File: config.mk
export PLATFORM = sky130hd
export DESIGN_NAME = obq
export DESIGN_NICKNAME = d
export VERILOG_FILES = /design/src/rtl/sys_defs.sv /design/src/rtl/obq.sv
export SDC_FILE = /design/constraint.sdc
export NUM_CORES = 1
export LEC_CHECK = 0
export ABC_AREA = 0
export CORE_UTILIZATION = 45
export DETAILED_ROUTE_END_ITERATION = 7
export DONT_BUFFER_PORTS = 1
export PLACE_DENSITY = 0.68
export RECOVER_POWER = 100
export SLEW_MARGIN = 40
export SYNTH_ARGS = -nofsm -noshare
export SYNTH_HDL_FRONTEND = slang
export SYNTH_SLANG_ARGS = --single-unit
File: constraint.sdc
create_clock -name clock -period 4.9 [get_ports clock]
set_input_delay 0.98 -clock clock [delete_from_list [all_inputs] [get_ports clock]]
set_output_delay 0.98 -clock clock [all_outputs]
set_load 0.1 [all_outputs]
File: src/rtl/sys_defs.sv
// Shared definitions for the ordered branch queue: depth, tag and checkpoint types,
// and the modulo-DEPTH pointer increment.
`ifndef BH_SIZE
`define BH_SIZE 8
`endif

package sys_defs;

  localparam int OBQ_DEPTH = 16;
  localparam int OBQ_TAG_W = $clog2(OBQ_DEPTH);

  typedef logic [OBQ_TAG_W-1:0] obq_tag_t;

  typedef struct packed {
    logic [`BH_SIZE-1:0] gh;
    logic [31:0]         pc;
  } obq_entry_t;

  // DEPTH is a power of two, so natural overflow is the wrap.
  function automatic obq_tag_t wrap_inc(input obq_tag_t p);
    return p + obq_tag_t'(1);
  endfunction

endpackage

File: src/rtl/obq.sv
// Ordered branch queue: one {history, pc} checkpoint per in-flight branch, freed at
// retirement, truncated at a mispredicted branch whose checkpoint is replayed to gshare.
module obq
  import sys_defs::*;
#(
  parameter int DEPTH = OBQ_DEPTH,
  parameter int BH_W  = `BH_SIZE,
  parameter int TAG_W = $clog2(DEPTH)
) (
  input  logic             clock,
  input  logic             reset,
  input  logic             push_en,
  input  logic [BH_W-1:0]  push_gh,
  input  logic [31:0]      push_pc,
  output logic [TAG_W-1:0] push_tag,
  input  logic             retire_en,
  input  logic             mispredict_en,
  input  logic [TAG_W-1:0] mispredict_tag,
  output logic             full,
  output logic             empty,
  output logic [TAG_W:0]   count,
  output logic             bh_pred_valid,
  output logic [BH_W-1:0]  bh_pred_gh,
  output logic [31:0]      bh_pred_pc
);

  localparam logic [TAG_W:0] FULL_CNT = (TAG_W+1)'(DEPTH);

  obq_entry_t       entry_q [DEPTH];
  logic [DEPTH-1:0] valid_q, valid_d;
  logic [TAG_W-1:0] head_q, head_d, tail_q, tail_d;
  logic [TAG_W:0]   count_q, count_d;
  logic             bh_valid_q, bh_valid_d;
  logic [BH_W-1:0]  bh_gh_q, bh_gh_d;
  logic [31:0]      bh_pc_q, bh_pc_d;

  logic             retire_ok, push_ok, mis_ok, mem_we;
  logic [TAG_W-1:0] mis_off, slot_off;
  logic [TAG_W:0]   flush_len;
  logic [DEPTH-1:0] flush_mask;
  obq_entry_t       mem_wdata;

  assign full          = (count_q == FULL_CNT);
  assign empty         = (count_q == '0);
  assign count         = count_q;
  assign push_tag      = tail_q;
  assign bh_pred_valid = bh_valid_q;
  assign bh_pred_gh    = bh_gh_q;
  assign bh_pred_pc    = bh_pc_q;

  always_comb begin
    // NOTE: every signal gets a default before any branch, so no path can infer a latch.
    head_d     = head_q;
    tail_d     = tail_q;
    count_d    = count_q;
    valid_d    = valid_q;
    bh_valid_d = 1'b0;
    bh_gh_d    = bh_gh_q;
    bh_pc_d    = bh_pc_q;
    mem_we     = 1'b0;
    mem_wdata  = '{gh: push_gh, pc: push_pc};
    slot_off   = '0;

    retire_ok = retire_en && !empty;
    mis_ok    = mispredict_en && valid_q[mispredict_tag];
    // A retire frees the head in the same cycle, so a full queue still accepts the push.
    push_ok   = push_en && !mis_ok && (!full || retire_ok);

    // Flush runs from the tag to tail-1; its length is derived from count so that a
    // full queue flushed at its head (tag == tail) clears every entry.
    mis_off   = mispredict_tag - head_q;
    flush_len = count_q - {1'b0, mis_off};
    for (int i = 0; i < DEPTH; i++) begin
      slot_off      = TAG_W'(i) - mispredict_tag;
      flush_mask[i] = ({1'b0, slot_off} < flush_len);
    end

    if (mis_ok) begin
      valid_d    = valid_q & ~flush_mask;
      tail_d     = mispredict_tag;
      count_d    = {1'b0, mis_off};
      bh_valid_d = 1'b1;
      bh_gh_d    = entry_q[mispredict_tag].gh;
      bh_pc_d    = entry_q[mispredict_tag].pc;
      if (retire_ok) begin
        valid_d[head_q] = 1'b0;
        head_d          = wrap_inc(head_q);
        if (mispredict_tag == head_q) begin
          tail_d  = wrap_inc(head_q);
          count_d = '0;
        end else begin
          count_d = {1'b0, mis_off - 1'b1};
        end
      end
    end else begin
      if (retire_ok) begin
        valid_d[head_q] = 1'b0;
        head_d          = wrap_inc(head_q);
      end
      if (push_ok) begin
        valid_d[tail_q] = 1'b1;
        tail_d          = wrap_inc(tail_q);
        mem_we          = 1'b1;
      end
      count_d = count_q + {{TAG_W{1'b0}}, push_ok} - {{TAG_W{1'b0}}, retire_ok};
    end
  end

  always_ff @(posedge clock) begin
    if (reset) begin
      valid_q    <= '0;
      head_q     <= '0;
      tail_q     <= '0;
      count_q    <= '0;
      bh_valid_q <= 1'b0;
      bh_gh_q    <= '0;
      bh_pc_q    <= '0;
    end else begin
      // NOTE: sequential state uses non-blocking assignment so all flops update together.
      valid_q    <= valid_d;
      head_q     <= head_d;
      tail_q     <= tail_d;
      count_q    <= count_d;
      bh_valid_q <= bh_valid_d;
      bh_gh_q    <= bh_gh_d;
      bh_pc_q    <= bh_pc_d;
    end
  end

  // NOTE: checkpoint storage is not reset; the valid bits gate every read of it.
  always_ff @(posedge clock) begin
    if (mem_we) entry_q[tail_q] <= mem_wdata;
  end

endmodule
==> results of run 1 <==
registers in the layout, indices dropped and copies added (netlist names):
register,count
bh_pred_gh,8
bh_pred_pc,32
bh_pred_valid,1
count,5
entry_q,640
head_q,4
push_tag,4
valid_q,16
per-layer routing:
metal / vias to the layer above / track usage, % / wire length (um)
li1: 5884 / - / -
met1: 7371 / 26.8 / 25300
met2: 476 / 32.6 / 31100
met3: 90 / 4.28 / 4850
met4: 0 / 5.58 / 1010
met5: - / 0 / 0
critical path, cell delays in order (launching register included):
cell and delay, ps:
dfxtp_1 300, clkbuf_1 1150, nor4bb_4 70, buf_4 300
and2_0 300, or3_1 540, nor2_4 550, clkbuf_2 580
logic make-up after synthesis:
family                   Yosys count
flip-flops                       710
multiplexers                     249
AND/OR/NAND/NOR                  158
AO/OA/AOI/OAI                    114
buffers and inverters            107
adder cells (fa/ha/maj)           47
XOR/XNOR                          28
layout by cell type, fill, tap and decap left out, types with 5 or more instances in the layout:
cell       instances
a21o_1             8
a31oi_1            8
clkbuf_1          21
xor2_1             8
bufinv_16          7
edfxtp_1         640
a21oi_1           34
inv_1             33
clkinv_1          12
buf_4              9
o22ai_1            7
nand3_1           12
nand2_1           29
nor2_4            14
nand2b_1           9
clkbuf_2           5
mux2i_1           46
mux4_2           202
o21ai_0           16
buf_12            13
nor2_1            63
o211ai_1           7
dfxtp_1           70
ha_1              40
clkinv_2          11
o211a_1            7
clkbuf_8           7
xnor2_1           18
clkbuf_16         74
per-stage QoR:
stage,utilization (%),power (mW),setup TNS (ps)
5_1_grt,51.8,15.3,0
6_report,51.8,14.7,0
3_3_place_gp,47.9,9.12,0
3_5_place_dp,48.0,9.18,0
4_1_cts,52.0,14.9,0
2_1_floorplan,-,8.75,-36930
layout make-up:
| class | instances | area share, % |
|---|---|---|
| Clock buffer | 96 | 6.24 |
| Clock inverter | 42 | 1.47 |
| Inverter | 34 | 0.401 |
| Multi-Input combinational cell | 596 | 23.3 |
| Sequential cell | 710 | 64.2 |
| Tap cell | 837 | 3.26 |
| Timing Repair Buffer | 34 | 1.19 |
power groups by stage:
stage               registers (mW)  logic [mW]  clock network [mW]
finish                        7.04        2.02                5.68
global route                  7.05        2.20                6.01
floorplan                     7.28        1.47                   0
global placement              7.16        1.96                   0
CTS                           7.05        2.01                5.79
detailed placement            7.18        2.00                   0
how the worst max path moves through the flow:
stage                            to  cells after the start
finish              entry_q[11][17]                      7
global route        entry_q[11][17]                      7
CTS                      valid_q[8]                     10
detailed placement       valid_q[8]                     11
global placement         valid_q[8]                     11
floorplan             entry_q[4][0]                      8
==> flow_summary.json, run 1 <==
{
  "synth_edf_count": 640,
  "io_buffers": 0,
  "p_sw_share_pct": 26.1,
  "regToRegSetupSlack_ps": 710,
  "avgSynthCellArea_um2": 20.1,
  "status": "finished with violations",
  "synthTopCellsByCount": "edfxtp_1, mux4_2, nor2_1",
  "dp_slack_ps": 350,
  "synth_top_family_by_area": "multiplexers",
  "r2r-end": "entry_q[11][17]",
  "synth-compound-area-share_pct": 2.64,
  "ctsHtreeMaxLevel": 3,
  "slew_headroom_pct": -14.7,
  "crit_start": "count[1]",
  "fin_crit_ps": 4190,
  "vias": 13800,
  "synthCells": 1413,
  "coreArea_um2": 62100,
  "maxSlewViolCount": 30,
  "tightest_slew_ps": 1720,
  "worst_slack_ps": 714,
  "synth_fa_ha_area_share_pct": 2.11,
  "crit_path_end_kind": "flop",
  "hold_depth": 1,
  "rsz0062_at_grt": "no",
  "combPwrFrac_pct": 13.7,
  "drcViolationCount": 0,
  "power.share.sequential_pct": 47.8,
  "setup.worst_path.start_class": "flop",
  "seq_area_frac_synth_pct": 72.5,
  "r2r_cells": 7,
  "synth_top_area_share_pct": 67.6,
  "synthTopCellsByArea": "edfxtp_1, mux4_2, dfxtp_1",
  "dpl_cell_area_um2": 29800,
  "antenna_found_initial": 0,
  "syn_area_um2": 28400,
  "violations": "max-capacitance violations, max-slew violations",
  "muxShareOfSynthArea_pct": 17.7,
  "yosysUniqueCellTypes": 57,
  "instances_no_fill": 2349,
  "grt_max_degree": 176,
  "cts_buffers": 74,
  "clkSinkCount": 710,
  "die_x_um": 253,
  "area_growth_pct": 13.0,
  "hold_violations": 0,
  "finalSetupViolations": 0,
  "cts-resized-gates": 0,
  "drt-total-wl_um": 62200,
  "ir_worst_vdd_uv": 343,
  "synth-simple-area-share_pct": 2.54,
  "power.leakage_nw": 10.3,
  "required_ps": 5160,
  "multiInputGateArea_um2": 7480,
  "synth-xor-area-share_pct": 0.889,
  "dp.cells": 2211,
  "routabilityCongestion": 0.821,
  "async_flop_share_pct": 0,
  "final_area_um2": 32100,
  "worstPathArrival_ps": 4440,
  "hp-class": "in -> reg",
  "fp.dieArea_um2": 64200,
  "grt_overflow": 0,
  "clock-root-buffer": "clkbuf_16",
  "clk_path_buf_depth": 3,
  "criticalPathCategory": "reg -> reg",
  "drt_iter0_markers": 1240,
  "cts_tree": "built",
  "drive_gt1_share_pct": 23.9,
  "p_clk_share_pct": 38.5,
  "hp-start": "reset",
  "powerDensity_nw_per_um2": 459,
  "intPower_mw": 10.9,
  "firstDrtPassIters": 5,
  "pin_count": 101,
  "synth_area_leader_cell": "edfxtp_1",
  "antenna_cells": 0,
  "grt_pass1_wl_um": 91900,
  "rows": 91,
  "cts_hold_buffers": 0,
  "whs_endpoint": "push_tag[1]",
  "p_switching_mw": 3.85,
  "wl_per_cell_um": 26.5,
  "synth_seq_cells": 710,
  "cts.clk_slew.worst_paths_ps": 60,
  "max_freq_mhz": 239,
  "avgViaCountPerCell": 5.88,
  "yosysWarnings": 0,
  "fin_crit_sh_pct": 85.4,
  "nNetsFinal": 1542,
  "worstPathMaxFanout": 15,
  "fillCellCount": 4818,
  "grt_usage_pct": 19.8,
  "die_h_um": 253,
  "cts_setup_buffers": 0,
  "synth_most_common_cell": "edfxtp_1",
  "synthFlopType": "edfxtp_1",
  "dp.final_hpwl_um": 33100,
  "clkLatencyLatePin_ps": 640,
  "reg2reg_from": "count[1]",
  "first_global_vias": 14100,
  "clock_skew_ps": 27.0,
  "synth.net_count": 1505,
  "seq_area_um2": 20600,
  "start_util_pct": 45.8,
  "drv_cap": 3,
  "ant_nets": 0,
  "whs_ps": 422
}
Note: power is estimated with default switching activity, not from simulation.
==> run 2, diff against run 1 <==
Settings changed: CORE_UTILIZATION 45 to 60, PLACE_DENSITY 0.68 to 0.84.
==> run 2 against run 1 <==
Effect of this change:
- the run ends with design-rule violations, max-capacitance violations, max-slew violations left
- flip-flop and latch count stayed put
- setup slack worse by 11 ps
- via count is 4.5% higher
- clock power is 4.2% lower
- register-to-register slack hardly changed
- combinational power is 2% higher
- clock-buffer cell count is 4 higher
- global-route usage is 9.3 points higher
- wire length is 9.0% higher
- sequential share of layout area is 1.0 points higher
- clock skew is 7.2 ps lower
- fmax is 0.27% lower
- largest power group unchanged
==> flow_summary.json, run 2 (same netlist as run 1, synthesis figures left out) <==
{
  "status": "finished with violations",
  "violations": "design-rule violations, max-capacitance violations, max-slew violations",
  "wl_met2_um": 34400,
  "antenna_found_initial": 1,
  "grt_pass1_wl_um": 98400,
  "required_ps": 5130,
  "grt_overflow": 0,
  "drv_cap": 4,
  "routabilityCongestion": 0.880,
  "p_switching_mw": 3.81,
  "tightest_slew_ps": 1970,
  "top_register": "entry_q",
  "power.share.sequential_pct": 48.3,
  "r2r_cells": 7,
  "final_cell_mix": "edfxtp_1, mux4_2, clkbuf_16, dfxtp_1, nor2_1",
  "clock-root-buffer": "clkbuf_16",
  "dr_wl_met3_um": 6930,
  "criticalPathCategory": "reg -> reg",
  "reg2reg_from": "count[1]",
  "ant_nets": 0,
  "maxSlewViolCount": 56,
  "cts_buffers": 71,
  "finalSetupViolations": 0,
  "clk_path_buf_depth": 3,
  "route.top_layer_used": "met5",
  "drcViolationCount": 10,
  "vias": 14400,
  "coreArea_um2": 46700,
  "rsz0062_at_grt": "no",
  "hold_violations": 0,
  "clock_skew_ps": 19.8,
  "regToRegSetupSlack_ps": 700,
  "start_util_pct": 60.9,
  "grt_max_degree": 176,
  "die_x_um": 220,
  "io_buffers": 0,
  "setup.worst_path.start_class": "flop",
  "fp.dieArea_um2": 48300,
  "pin_count": 101,
  "drt-met1-wl_um": 24000,
  "hp-start": "reset",
  "crit_path_end_kind": "flop",
  "dpl_cell_area_um2": 29400,
  "max_freq_mhz": 238,
  "fillCellCount": 2750,
  "whs_ps": 446,
  "combPwrFrac_pct": 14.2,
  "worstPathArrival_ps": 4430,
  "ir_worst_vdd_uv": 402,
  "first_global_vias": 15000,
  "cts.clk_slew.worst_paths_ps": 60,
  "final_area_um2": 31600,
  "avgViaCountPerCell": 6.83,
  "area_growth_pct": 11.3,
  "clkLatencyLatePin_ps": 610,
  "die_h_um": 220,
  "antenna_cells": 0,
  "r2r-end": "entry_q[11][27]",
  "powerDensity_nw_per_um2": 460,
  "largest_register_ff_count": 640,
  "hp-class": "in -> reg",
  "drive_gt1_share_pct": 23.2,
  "drt-total-wl_um": 67800,
  "worstPathMaxFanout": 14,
  "cts_setup_buffers": 0,
  "cts-resized-gates": 0,
  "fin_crit_sh_pct": 85.7,
  "clkSinkCount": 710,
  "ctsHtreeMaxLevel": 3,
  "intPower_mw": 10.7,
  "slew_headroom_pct": -31.5,
  "hold_depth": 1,
  "nNetsFinal": 1540,
  "drt_iter0_markers": 1637,
  "cts_tree": "built",
  "power.leakage_nw": 10.2,
  "fin_crit_ps": 4200,
  "layout_commonest_cell": "edfxtp_1",
  "dp.final_hpwl_um": 33200,
  "rows": 79,
  "grt_usage_pct": 29.1,
  "firstDrtPassIters": 7,
  "wl_per_cell_um": 32.1,
  "whs_endpoint": "head_q[1]",
  "p_clk_share_pct": 37.4,
  "p_sw_share_pct": 26.2,
  "cts_hold_buffers": 0
}
## run 2: how the worst max path moves through the flow
stage | start | endpoint
after floorplan | count[2] | entry_q[4][0]
after global placement | mispredict_tag[0] | valid_q[8]
after detailed placement | mispredict_tag[0] | valid_q[8]
after CTS | count[2] | empty
after global routing | count[1] | valid_q[6]
final | count[1] | entry_q[11][27]
## run 2: layout make-up
cell class	count	area, um2	area share (%)
inverter	34	129	0.407
tap	607	759	2.40
multi-input combinational	596	7480	23.6
sequential	710	20600	65.2
clock inverter	31	312	0.985
clock buffer	100	2010	6.36
timing repair buffer	35	332	1.05
## run 2: worst max-delay path: stages, from the launching register on
cell	delay (ps)
dfxtp_1	300
clkbuf_1	1140
nor4bb_4	70
buf_4	300
and2_0	280
or3_1	570
nor2_4	540
clkbuf_2	590
## run 2: stage by stage
| stage | power, mW | TNS (ps) | instances | setup WS [ps] | utilization [%] |
|---|---|---|---|---|---|
| 2_1_floorplan | 8.75 | -36930 | 1413 | -160 | - |
| 3_3_place_gp | 9.10 | 0 | 1982 | 440 | 63.0 |
| 3_5_place_dp | 9.19 | 0 | 1982 | 668 | 63.1 |
| 4_1_cts | 14.6 | 0 | 2113 | 1280 | 68.1 |
| 5_1_grt | 15.0 | 0 | 2113 | 556 | 67.8 |
| 6_report | 14.5 | 0 | 2113 | 702 | 67.8 |
## run 2: per-layer routing
metal / vias to the layer above / global-route usage, %
met5: - / 0
met4: 2 / 13.0
met3: 173 / 6.50
met2: 969 / 48.4
met1: 7435 / 37.0
li1: 5861 / -
## run 2: power groups by stage
stage | Clock, mW | Sequential (mW) | Combinational, mW
2_1_floorplan | 0 | 7.28 | 1.47
3_3_place_gp | 0 | 7.13 | 1.96
3_5_place_dp | 0 | 7.15 | 2.03
4_1_cts | 5.50 | 7.04 | 2.06
5_1_grt | 5.72 | 7.04 | 2.25
6_report | 5.44 | 7.03 | 2.07
